`src/rtl/csm_shared_mem.sv`:
```
// Two-port shared register file (4 x DATA_W) with a FREE/A_HELD/B_HELD lock; optional hold auto-release under CSM_HOLD_TIMEOUT_EN.
// Latency: every request is acked exactly one cycle later; no back-pressure, rejected commands are acked with err.
module csm_shared_mem #(
  parameter int DATA_W       = 8,
  parameter int HOLD_TIMEOUT = 16
) (
  input  logic              clk,
  input  logic              reset,
  input  logic              a_req,
  input  logic [1:0]        a_op,
  input  logic [1:0]        a_addr,
  input  logic [DATA_W-1:0] a_wdata,
  input  logic              b_req,
  input  logic [1:0]        b_op,
  input  logic [1:0]        b_addr,
  input  logic [DATA_W-1:0] b_wdata,
  output logic              a_ack,
  output logic [DATA_W-1:0] a_rdata,
  output logic              a_err,
  output logic              b_ack,
  output logic [DATA_W-1:0] b_rdata,
  output logic              b_err,
  output logic [1:0]        hold_owner
);

  typedef enum logic [1:0] {FREE = 2'b00, A_HELD = 2'b01, B_HELD = 2'b10} lock_t;

  localparam logic [1:0] OP_RD  = 2'b00;
  localparam logic [1:0] OP_WR  = 2'b01;
  localparam logic [1:0] OP_HLD = 2'b10;
  localparam logic [1:0] OP_REL = 2'b11;

  if (HOLD_TIMEOUT < 1) begin : g_bad_timeout
    $error("HOLD_TIMEOUT must be at least 1");
  end

  lock_t             state, nstate;
  logic [DATA_W-1:0] mem [4];
  logic              a_acc, b_acc, a_bad, b_bad;
  logic              a_wr, b_wr, a_rd, b_rd;

  // Both commands are judged against the current lock state, so a same-cycle
  // release never unlocks the other port's command.
  always_comb begin
    a_acc = (state == FREE) || (state == A_HELD);
    b_acc = (state == FREE) || (state == B_HELD);
    a_bad = (a_op == OP_REL) ? (state != A_HELD) : !a_acc;
    unique case (b_op)
      OP_WR:   b_bad = !b_acc || (a_req && a_op == OP_WR && a_acc && a_addr == b_addr);
      OP_HLD:  b_bad = !b_acc || (state == FREE && a_req && a_op == OP_HLD);
      OP_REL:  b_bad = (state != B_HELD);
      default: b_bad = !b_acc;
    endcase
    a_wr = a_req && a_op == OP_WR && !a_bad;
    b_wr = b_req && b_op == OP_WR && !b_bad;
    a_rd = a_req && a_op == OP_RD && !a_bad;
    b_rd = b_req && b_op == OP_RD && !b_bad;
    nstate = state;
    if ((a_req && a_op == OP_REL && !a_bad) || (b_req && b_op == OP_REL && !b_bad))
      nstate = FREE;
    else if (state == FREE && a_req && a_op == OP_HLD)
      nstate = A_HELD;
    else if (state == FREE && b_req && b_op == OP_HLD)
      nstate = B_HELD;
  end

`ifdef CSM_HOLD_TIMEOUT_EN
  localparam int TW = $clog2(HOLD_TIMEOUT + 1);
  logic [TW-1:0] timer;
  logic          holder_req, timeout;
  assign holder_req = (state == A_HELD && a_req) || (state == B_HELD && b_req);
  assign timeout    = (state != FREE) && !holder_req && (timer == TW'(HOLD_TIMEOUT - 1));

  always_ff @(posedge clk) begin
    if (reset) begin
      timer <= '0;
    end else if (timeout || holder_req || state == FREE || nstate == FREE) begin
      timer <= '0;
    end else begin
      timer <= timer + TW'(1);
    end
  end
`else
  logic timeout;
  assign timeout = 1'b0;
`endif

  always_ff @(posedge clk) begin
    if (reset) begin
      state   <= FREE;
      a_ack   <= 1'b0;
      b_ack   <= 1'b0;
      a_err   <= 1'b0;
      b_err   <= 1'b0;
      a_rdata <= '0;
      b_rdata <= '0;
      for (int i = 0; i < 4; i++) mem[i] <= '0;
    end else begin
      state <= timeout ? FREE : nstate;
      a_ack <= a_req;
      b_ack <= b_req;
      a_err <= a_req && a_bad;
      b_err <= b_req && b_bad;
      if (a_rd) a_rdata <= mem[a_addr];
      if (b_rd) b_rdata <= mem[b_addr];
      if (a_wr) mem[a_addr] <= a_wdata;
      if (b_wr) mem[b_addr] <= b_wdata;
    end
  end

  assign hold_owner = state;

endmodule

```
`config.mk`:
```
export PLATFORM = sky130hd
export DESIGN_NAME = csm_shared_mem
export DESIGN_NICKNAME = d
export VERILOG_FILES = /design/src/rtl/csm_shared_mem.sv
export SDC_FILE = /design/constraint.sdc
export NUM_CORES = 1
export LEC_CHECK = 0
export CAP_MARGIN = 20
export CORE_UTILIZATION = 45
export DETAILED_ROUTE_END_ITERATION = 7
export PLACE_DENSITY = 0.72
export SKIP_CTS_REPAIR_TIMING = 1
export SLEW_MARGIN = 20
export SYNTH_ARGS = -nofsm -noshare
export SYNTH_HDL_FRONTEND = slang
export SYNTH_SLANG_ARGS = --single-unit
```
`constraint.sdc`:
```
create_clock -name clk -period 2.72 [get_ports clk]
set_input_delay 0.544 -clock clk [delete_from_list [all_inputs] [get_ports clk]]
set_output_delay 0.544 -clock clk [all_outputs]
set_load 0.05 [all_outputs]
```
==> reports/qor.csv, run 1 <==
stage,metric,value,unit
synth,syn-num-nets,295,
clock_network,cts_sinks,54,
place,post-place-cells,410,
drt,drtIter0Drc,99,
drt,viasPerCell,5.42,
sta,fin_hold_ws,0.460,ns
worst_setup_path,path_cells,"clkdlybuf4s50_1, inv_1, ha_1, or2_1, a311oi_2, o211ai_2, buf_4, nand4b_1, buf_4, mux2i_1",
worst_setup_path,path_max_fanout,7,
sta,setup_violations,0,
place,gp_congestion,0.862,
clock_network,cts_max_path_buffers,2,
min_path,hold_path_class,flop to flop,
worst_setup_path,rr_worst_depth,7,
finish,fillCellCount,532,
finish,drive_above_1_share,0.185,
place,numPortBuffers,49,
worst_setup_path,r2r_setup_slack,0.72,ns
clock_network,cts_tree,yes,
sta,tns,0,ns
synth,ys_seq_elements,54,
grt,grt_max_degree,25,
worst_setup_path,reg2reg_to,mem[1][0],
finish,syn_to_final_growth,30.0,%
synth,yosysWarnings,0,
grt,grt_pass1_wl,11.4,mm
synth,synth_cell_type_count,38,
drt,drcViolationCount,0,
worst_setup_path,slowest_stage,clkdlybuf4s50_1,
synth,async_flop_share,0,
synth,synth-edff-count,32,
floorplan,rows,29,
sta,slew_headroom,0.667,
synth,syn-cell-area,3000,um2
synth,ys_seq_area_frac,0.467,
worst_setup_path,crit_start,b_op[0],
floorplan,dieArea,7000,um2
worst_setup_path,crit_top_cell,buf_4,
finish,final_common_cell,nand2_1,
floorplan,ios,50,
synth,netlist.area_leader.share,0.320,
drt,post_drt_wl_per_cell,17.0,um
worst_setup_path,cp-endpoint,mem[1][0],
clock_network,clock_latency,0.30,ns
sta,clock.fmax,382,MHz
floorplan,die_w,83.7,um
clock_network,clk_pin_slew,0.10,ns
worst_setup_path,cpLargestDelayFamily,buffers and inverters,
drt,vias,2265,
pwr,power_density,461,nW/um2
worst_setup_path,path_depth,10,
finish,final_nets,373,
floorplan,initial_utilization,0.470,
sta,finalHoldViolCount,0,
floorplan,coreArea,6390,um2
place,dp_hpwl,5.16,mm
grt,grt_use_total,0.214,
drt,drt_pass1_iterations,4,
sta,period_needed,2.62,ns
drt,routed_wl,7.12,mm
synth,synth_area_leaders,"edfxtp_1 (32%), dfxtp_1 (15%), mux2i_1 (13%)",
grt,antenna_found_initial,0,
sta,fin_crit_sh,0.962,
sta,finClkSkew,0.00656,ns
clock_network,cts_buffers,5,
status,status,completed,
worst_setup_path,start_kind,input port,
pwr,power.leakage,1.60,nW
grt,overflow,0,
floorplan,dieHeight,83.7,um
sta,drv_slew,0,
worst_setup_path,critPathBufInv,4,
sta,tightest_slew,0.499,ns
worst_setup_path,r2r_start,hold_owner[1],
finish,finalNonFillerCells,418,
synth,syn_avg_cell_area,11.5,um2
worst_setup_path,crit_path_end_kind,flop,
pwr,ir_drop,0.304,mV
grt,grt_pass1_vias,2249,
finish,diodes,0,
clock_network,cts_root_buffer,clkbuf_8,
finish,final_cell_mix,"nand2_1 (54), clkdlybuf4s50_1 (49), mux2i_1 (40), buf_4 (34), edfxtp_1 (32)",
run,max_cap_violations,0,
synth,syn_inst,262,
worst_setup_path,arrival,2.75,ns
worst_setup_path,required,2.85,ns
worst_setup_path,slowest_delay,0.49,ns
synth,synth.largest_area_cell,edfxtp_1,
clock_network,htreeDepth,2,
worst_setup_path,critPathKind,input port to flop,
synth,ys.flop_type,edfxtp_1,
drt,ant_nets,0,
through the flow:
step	total power, mW	worst slack [ns]	cell area (um2)	utilization
floorplan	1.13	0.257	3000	-
global placement	1.28	-0.182	3790	0.593
detailed placement	1.29	-0.283	3790	0.593
CTS	1.81	0.0284	3890	0.610
global route	1.87	-0.0209	3900	0.611
finish	1.80	0.104	3900	0.611
cell usage after synthesis (all sizes together) (2+ instances only):
| library cell | number |
|---|---|
| a311oi | 2 |
| inv | 13 |
| edfxtp | 32 |
| nand2 | 54 |
| nand4b | 2 |
| nand3b | 2 |
| a21oi | 10 |
| nor3 | 6 |
| buf | 8 |
| a31oi | 4 |
| o21ai | 2 |
| dfxtp | 22 |
| nor2 | 13 |
| or3 | 2 |
| mux2i | 40 |
| nor2b | 4 |
| xor2 | 2 |
| clkbuf | 5 |
| nand2b | 4 |
| ha | 5 |
| mux4 | 16 |
| nand4 | 2 |
metal layers:
layer	vias up	GRT usage	routed length (um)
met2	70	0.375	3580
met3	4	0.0326	421
li1	1108	-	-
met1	1083	0.274	3060
met5	-	0	0
met4	0	0.0570	47
worst min-delay path, stage by stage, from the launching register on:
cell	delay, ns
dfxtp_1	0.32
nand2_1	0.05
a21oi_1	0.05
power breakdown:
part | internal (mW) | switching [mW]
logic | 0.165 | 0.181
registers | 0.903 | 0.0203
clock network | 0.276 | 0.251
registers in the layout (all words and copies together), names as in the netlist:
| signal | cells |
|---|---|
| b_ack | 1 |
| b_rdata | 8 |
| a_err | 1 |
| a_rdata | 8 |
| mem | 32 |
| hold_owner | 2 |
| b_err | 1 |
| a_ack | 1 |
worst min-delay path by stage:
stage                from    endpoint  slack, ns  cells after the start
3_5_place_dp   a_rdata[0]  a_rdata[0]       0.45                      2
6_report       a_rdata[6]  a_rdata[6]       0.46                      2
3_3_place_gp   a_rdata[7]  a_rdata[7]       0.44                      2
2_1_floorplan       reset       a_ack       0.63                      1
4_1_cts        a_rdata[0]  a_rdata[0]       0.46                      2
5_1_grt        a_rdata[6]  a_rdata[6]       0.48                      2
logic make-up (layout without fill, tap and decap cells):
group | after synthesis | after routing | synth area share
buffers and inverters | 26 | 105 | 0.0417
muxes | 56 | 56 | 0.257
and+or+nand+nor | 93 | 93 | 0.143
adders and majority gates | 5 | 5 | 0.0209
xor gates and xnor gates | 2 | 2 | 0.00584
AOI/OAI and AO/OA | 26 | 26 | 0.0638
DFF | 54 | 54 | 0.467
layout make-up:
| cell class | count | area [um2] | share of cell area |
|---|---|---|---|
| multi-input cells | 182 | 1480 | 0.380 |
| flip-flops and latches | 54 | 1400 | 0.359 |
| repair buffers | 84 | 766 | 0.196 |
| well taps | 77 | 96.3 | 0.0247 |
| clock buffers | 7 | 76.3 | 0.0196 |
| inverters | 13 | 48.8 | 0.0125 |
| clock inverters | 1 | 30.0 | 0.00770 |
No activity file was read; power rests on OpenSTA's default activity.
==> run 2: changes to the inputs <==
- SKIP_CTS_REPAIR_TIMING: 1 -> not set
==> results of run 2 <==
The final DEF is identical to that of run 1; final timing and power are the same.
==> run 3: changes to the inputs <==
- PLACE_DENSITY: 0.72 -> 0.69
- SLEW_MARGIN: 20 -> not set
==> run 3 against run 2 <==
Register-to-register slack better by 0.03 ns. First-iteration DRC count is 1.0% higher. Clock power is 16% lower. Critical endpoint is now mem[0][7]. Highest routed layer unchanged.
==> reports/qor.csv, run 3 (synthesis gave the netlist of run 1 again) <==
stage,metric,value,unit
sta,period_needed,2.59,ns
finish,drive_above_1_share,0.182,
pwr,pwr-share-comb,0.201,
drt,dr_wl_met3,508,um
sta,tightest_slew,0.503,ns
finish,final_common_cell,nand2_1,
finish,final_area,3880,um2
finish,post-route-util,0.608,
clock_network,clock_latency,0.31,ns
min_path,hold_path_class,flop to flop,
clock_network,clk_pin_slew,0.09,ns
finish,syn_to_final_growth,29.4,%
worst_setup_path,critPathKind,input port to flop,
floorplan,dieArea,7000,um2
drt,drcViolationCount,0,
floorplan,rows,29,
pwr,p_int,1.25,mW
drt,drtIter0Drc,100,
pwr,ir_drop,0.230,mV
grt,overflow,0,
worst_setup_path,slowest_delay,0.48,ns
clock_network,cts_hold_buf,0,
worst_setup_path,path_cells,"clkdlybuf4s50_1, inv_1, ha_1, or2_1, a311oi_2, o211ai_2, and3_1, a311o_2",
drt,routed_wl,6.97,mm
grt,grt_pass1_wl,11.8,mm
floorplan,coreArea,6390,um2
pwr,p_sw,461,uW
pwr,power.leakage,1.59,nW
sta,clock.fmax,386,MHz
run,max_cap_violations,0,
worst_setup_path,crit_path_end_kind,flop,
place,numPortBuffers,49,
grt,antenna_found_initial,0,
status,status,completed,
worst_setup_path,cpLargestDelayFamily,compound AO/OA/AOI/OAI gates,
worst_setup_path,critPathBufInv,2,
floorplan,dieHeight,83.7,um
clock_network,cts_tree,yes,
worst_setup_path,required,2.76,ns
sta,finClkSkew,0.00349,ns
worst_setup_path,path_max_fanout,8,
finish,largest_reg_flops,32,
finish,final_nets,372,
worst_setup_path,arrival,2.63,ns
sta,rsz0062_at_grt,no,
finish,max_flop_register,mem,
grt,grt_pass1_vias,2257,
floorplan,ios,50,
clock_network,cts_max_path_buffers,2,
drt,highest_layer,met4,
floorplan,initial_utilization,0.470,
clock_network,cts_root_buffer,clkbuf_8,
sta,fin_crit_sh,0.951,
floorplan,die_w,83.7,um
pwr,pwr-share-clk,0.259,
finish,diodes,0,
clock_network,cts_sinks,54,
place,dpl-instance-area,3790,um2
grt,grt_max_degree,25,
drt,ant_nets,0,
finish,top_regs,"mem: 32 flops, a_rdata: 8 flops, b_rdata: 8 flops",
clock_network,cts_buffers,5,
pwr,power_density,441,nW/um2
worst_setup_path,start_kind,input port,
sta,drv_slew,0,
drt,route.met2.wl,3.23,mm
sta,finalHoldViolCount,0,
pwr,power,1.71,mW
drt,viasPerCell,5.49,
finish,final_cell_mix,"nand2_1 (54), clkdlybuf4s50_1 (49), mux2i_1 (40), edfxtp_1 (32), buf_4 (32)",
pwr,swShare,0.269,
sta,slew_headroom,0.664,
place,dp_hpwl,5.27,mm
drt,drt_pass1_iterations,5,
drt,met1_length,3.13,mm
grt,grt_use_total,0.219,
place,gp_congestion,0.845,
clock_network,htreeDepth,2,
drt,vias,2291,
worst_setup_path,slowest_stage,clkdlybuf4s50_1,
drt,post_drt_wl_per_cell,16.7,um
sta,setup_violations,0,
pwr,p_seq_frac,0.540,
-- run 3: worst paths after layout --
kind	from	end	slack, ns	cells after the start
max	b_op[0]	mem[0][7]	0.13	8
min	a_rdata[3]	a_rdata[3]	0.46	2
max reg2reg	hold_owner[1]	mem[0][7]	0.75	5
min reg2reg	a_rdata[3]	a_rdata[3]	0.46	2
-- run 3: stage by stage --
step	std cells	hold WS, ns	TNS (ns)	worst slack [ns]
5_1_grt	417	0.483	0	0.0730
3_3_place_gp	409	0.443	-1.90	-0.207
6_report	417	0.462	0	0.132
2_1_floorplan	262	0.627	0	0.257
3_5_place_dp	409	0.451	-4.33	-0.289
4_1_cts	417	0.464	0	0.0425
-- run 3: area by class of cell --
cell class,instances,area (um2)
inverters,13,48.8
clock buffers,7,76.3
clock inverters,1,7.51
repair buffers,83,771
fillers,520,2500
well taps,77,96.3
flip-flops and latches,54,1400
multi-input cells,182,1480
-- run 3: worst reg2reg max path, stage by stage, from the launching register on --
cell and delay, ns:
dfxtp_1 0.38, or2_1 0.28, a311oi_2 0.25, o211ai_2 0.15, and3_1 0.19, a311o_2 0.46
-- run 3: power by group through the flow --
stage	sequential, mW	clock [mW]	combinational (mW)
final	0.925	0.443	0.345
after global routing	0.931	0.492	0.370
after CTS	0.925	0.455	0.344
after detailed placement	0.944	0	0.343
after global placement	0.942	0	0.339
after floorplan	0.982	0	0.150
-- run 3: what timing repair did --
| item | 4_1_cts | 5_1_grt |
|---|---|---|
| buffers inserted | 0 | 0 |
| endpoints found under the setup margin | 0 | 8 |
| gates resized for setup | 0 | 2 |
-- run 3: metal layers --
metal	global-route usage	up-vias
met3	0.0465	10
li1	-	1105
met5	0	-
met2	0.347	93
met1	0.304	1083
met4	0.0663	0
==> RTL edit: new RTL, config.mk and constraints of run 2 <==
Add a define of `CSM_HOLD_TIMEOUT_EN`.
--- a/src/rtl/csm_shared_mem.sv
+++ b/src/rtl/csm_shared_mem.sv
@@ -1,4 +1,6 @@
 // Two-port shared register file (4 x DATA_W) with a FREE/A_HELD/B_HELD lock; optional hold auto-release under CSM_HOLD_TIMEOUT_EN.
 // Latency: every request is acked exactly one cycle later; no back-pressure, rejected commands are acked with err.
+`define CSM_HOLD_TIMEOUT_EN
+
 module csm_shared_mem #(
   parameter int DATA_W       = 8,
Formal check against the unedited RTL: no difference found for any inputs over 4 cycles, from zero or initial values and one cycle with reset high; that may be too few to reach the edited logic, so the function may still have changed.
==> RTL edit against run 2 <==
Critical path depth down 1. Utilization is 2.3 points lower. Maximum frequency decreased by 0.71%. Combinational power down 9.5%. Final area rose by 8.6%. Final cell count is 9.6% higher. Routed wire length grew 9.7%. Sequential cell count grew 5. Worst setup slack worse by 0.019 ns. Synthesized area up 11%. Sequential share of layout area down 0.49 points. Power is 18% higher. Synthesized cell count is 8.8% higher. Critical endpoint is now mem[2][2]. Largest cell class unchanged. Highest routed layer unchanged.
==> RTL edit: results (changes against run 2) <==
Status: finished, final reports clean (unchanged)
Reg-to-reg startpoint: hold_owner[1] (unchanged)
Fill count: 620 (was 532)
Crit path DAT: 2.69 ns (was 2.75 ns)
Clk slew on worst S/H paths: 0.07 ns (was 0.10 ns)
Crit-path slowest cell: a311o_2 (was clkdlybuf4s50_1)
Crit path max-delay family: compound AO/OA/AOI/OAI gates (was buffers and inverters)
Gpl congestion: 0.871 (was 0.862)
Xor and xnor area share after synthesis: 0.0105 (was 0.00584)
Post-synth cell types: 48 (was 38)
H-Tree Depth: 3 (was 2)
Complex-gate fraction of the synthesized area: 0.115 (was 0.0638)
Syn Nets: 320 (was 295)
Cell count after placement: 441 (was 410)
HP Start: timer[0] (was a_rdata[6])
Register area share after synthesis: 0.450 (was 0.467)
Gr usage total: 0.218 (was 0.214)
Dpl cell area: 4010 µm² (was 3790 µm²)
Non-filler instance count after layout: 458 (was 418)
Final setup skew: 0.00869 ns (was 0.00656 ns)
LEAKAGE: 1.75 nW (was 1.60 nW)
Worst-Skew Late Latency: 0.33 ns (was 0.30 ns)
DP HPWL: 5770 µm (was 5160 µm)
Post-synthesis mux area share: 0.180 (was 0.257)
Final Critical Period: 2.63 ns (was 2.62 ns)
Post-Synth Adder-Cell Area: 0.0262 (was 0.0209)
VDD IR max: 0.268 mV (was 0.304 mV)
Synth top area cells: edfxtp_1 29%, dfxtp_1 16%, mux4_2 11% (was edfxtp_1 32%, dfxtp_1 15%, mux2i_1 13%)
Crit Path Max Fanout: 8 (was 7)
CTS Buf Count: 9 (was 5)
Commonest cells post-synth: 45 x nand2_1, 32 x edfxtp_1, 27 x dfxtp_1, 24 x mux2i_1, 19 x inv_1 (was 54 x nand2_1, 40 x mux2i_1, 32 x edfxtp_1, 22 x dfxtp_1)
Share of cells above drive strength 1: 0.226 (was 0.185)
Avg WL per Cell: 17.0 µm (about the same)
Hold Path Sink: timer[0] (was a_rdata[6])
Max-slew headroom at the worst pin: 0.667 (about the same)
Number of DRC markers in iteration 0: 150 (was 99)
Global-route wire length before repair: 12400 µm (was 11400 µm)
Hold Path Stages: 1 (was 2)
Largest net degree at the start of global routing: 27 (was 25)
-- RTL edit: timing repair --
item,CTS,global route
endpoints found under the setup margin,8,48
hold buffers,0,0
gates resized for setup,0,5
setup buffers,1,0
-- RTL edit: logic make-up after synthesis --
kind of cell | after synthesis
XOR/XNOR | 4
flip-flops | 59
buffers and inverters | 34
adder cells (fa/ha/maj) | 7
AND/OR/NAND/NOR | 95
AO/OA/AOI/OAI | 46
multiplexers | 40
-- RTL edit: metal layers --
metal  share of wire  up-vias  track usage
met4           0.017        0       0.0762
met3           0.049        8       0.0518
li1                -     1191            -
met1            0.45     1207        0.294
met5               0        -            0
met2            0.48       79        0.344
-- RTL edit: layout make-up --
cell class / instances / area (µm²) / area share
multi-input combinational: 192 / 1650 / 0.389
sequential: 59 / 1500 / 0.354
timing repair buffer: 73 / 687 / 0.162
clock buffer: 12 / 155 / 0.0366
tap: 99 / 124 / 0.0292
inverter: 19 / 71.3 / 0.0168
clock inverter: 4 / 48.8 / 0.0115
-- RTL edit: metrics by stage --
step / hold slack (ns) / setup slack [ns] / util
2_1_floorplan: 0.418 / 0.272 / -
3_3_place_gp: 0.437 / -0.296 / 0.556
3_5_place_dp: 0.443 / -0.387 / 0.556
4_1_cts: 0.459 / 0.0227 / 0.585
5_1_grt: 0.477 / 0.00908 / 0.587
6_report: 0.454 / 0.0855 / 0.587
-- RTL edit: power breakdown --
| part | switching, mW | total (mW) | internal (mW) |
|---|---|---|---|
| Sequential | 0.0205 | 0.993 | 0.973 |
| Combinational | 0.166 | 0.314 | 0.148 |
| Clock | 0.343 | 0.814 | 0.470 |
| Total | 0.530 | 2.12 | 1.59 |
-- RTL edit: worst max-delay path by stage --
stage / from / endpoint / slack [ns] / cells after the start
CTS: b_op[0] / mem[2][0] / 0.02 / 8
finish: b_op[0] / mem[2][2] / 0.09 / 9
global placement: b_op[0] / mem[3][6] / -0.30 / 8
detailed placement: b_op[0] / mem[3][1] / -0.39 / 8
floorplan: b_op[0] / mem[0][0] / 0.27 / 7
global route: b_op[0] / mem[2][0] / 0.009 / 9
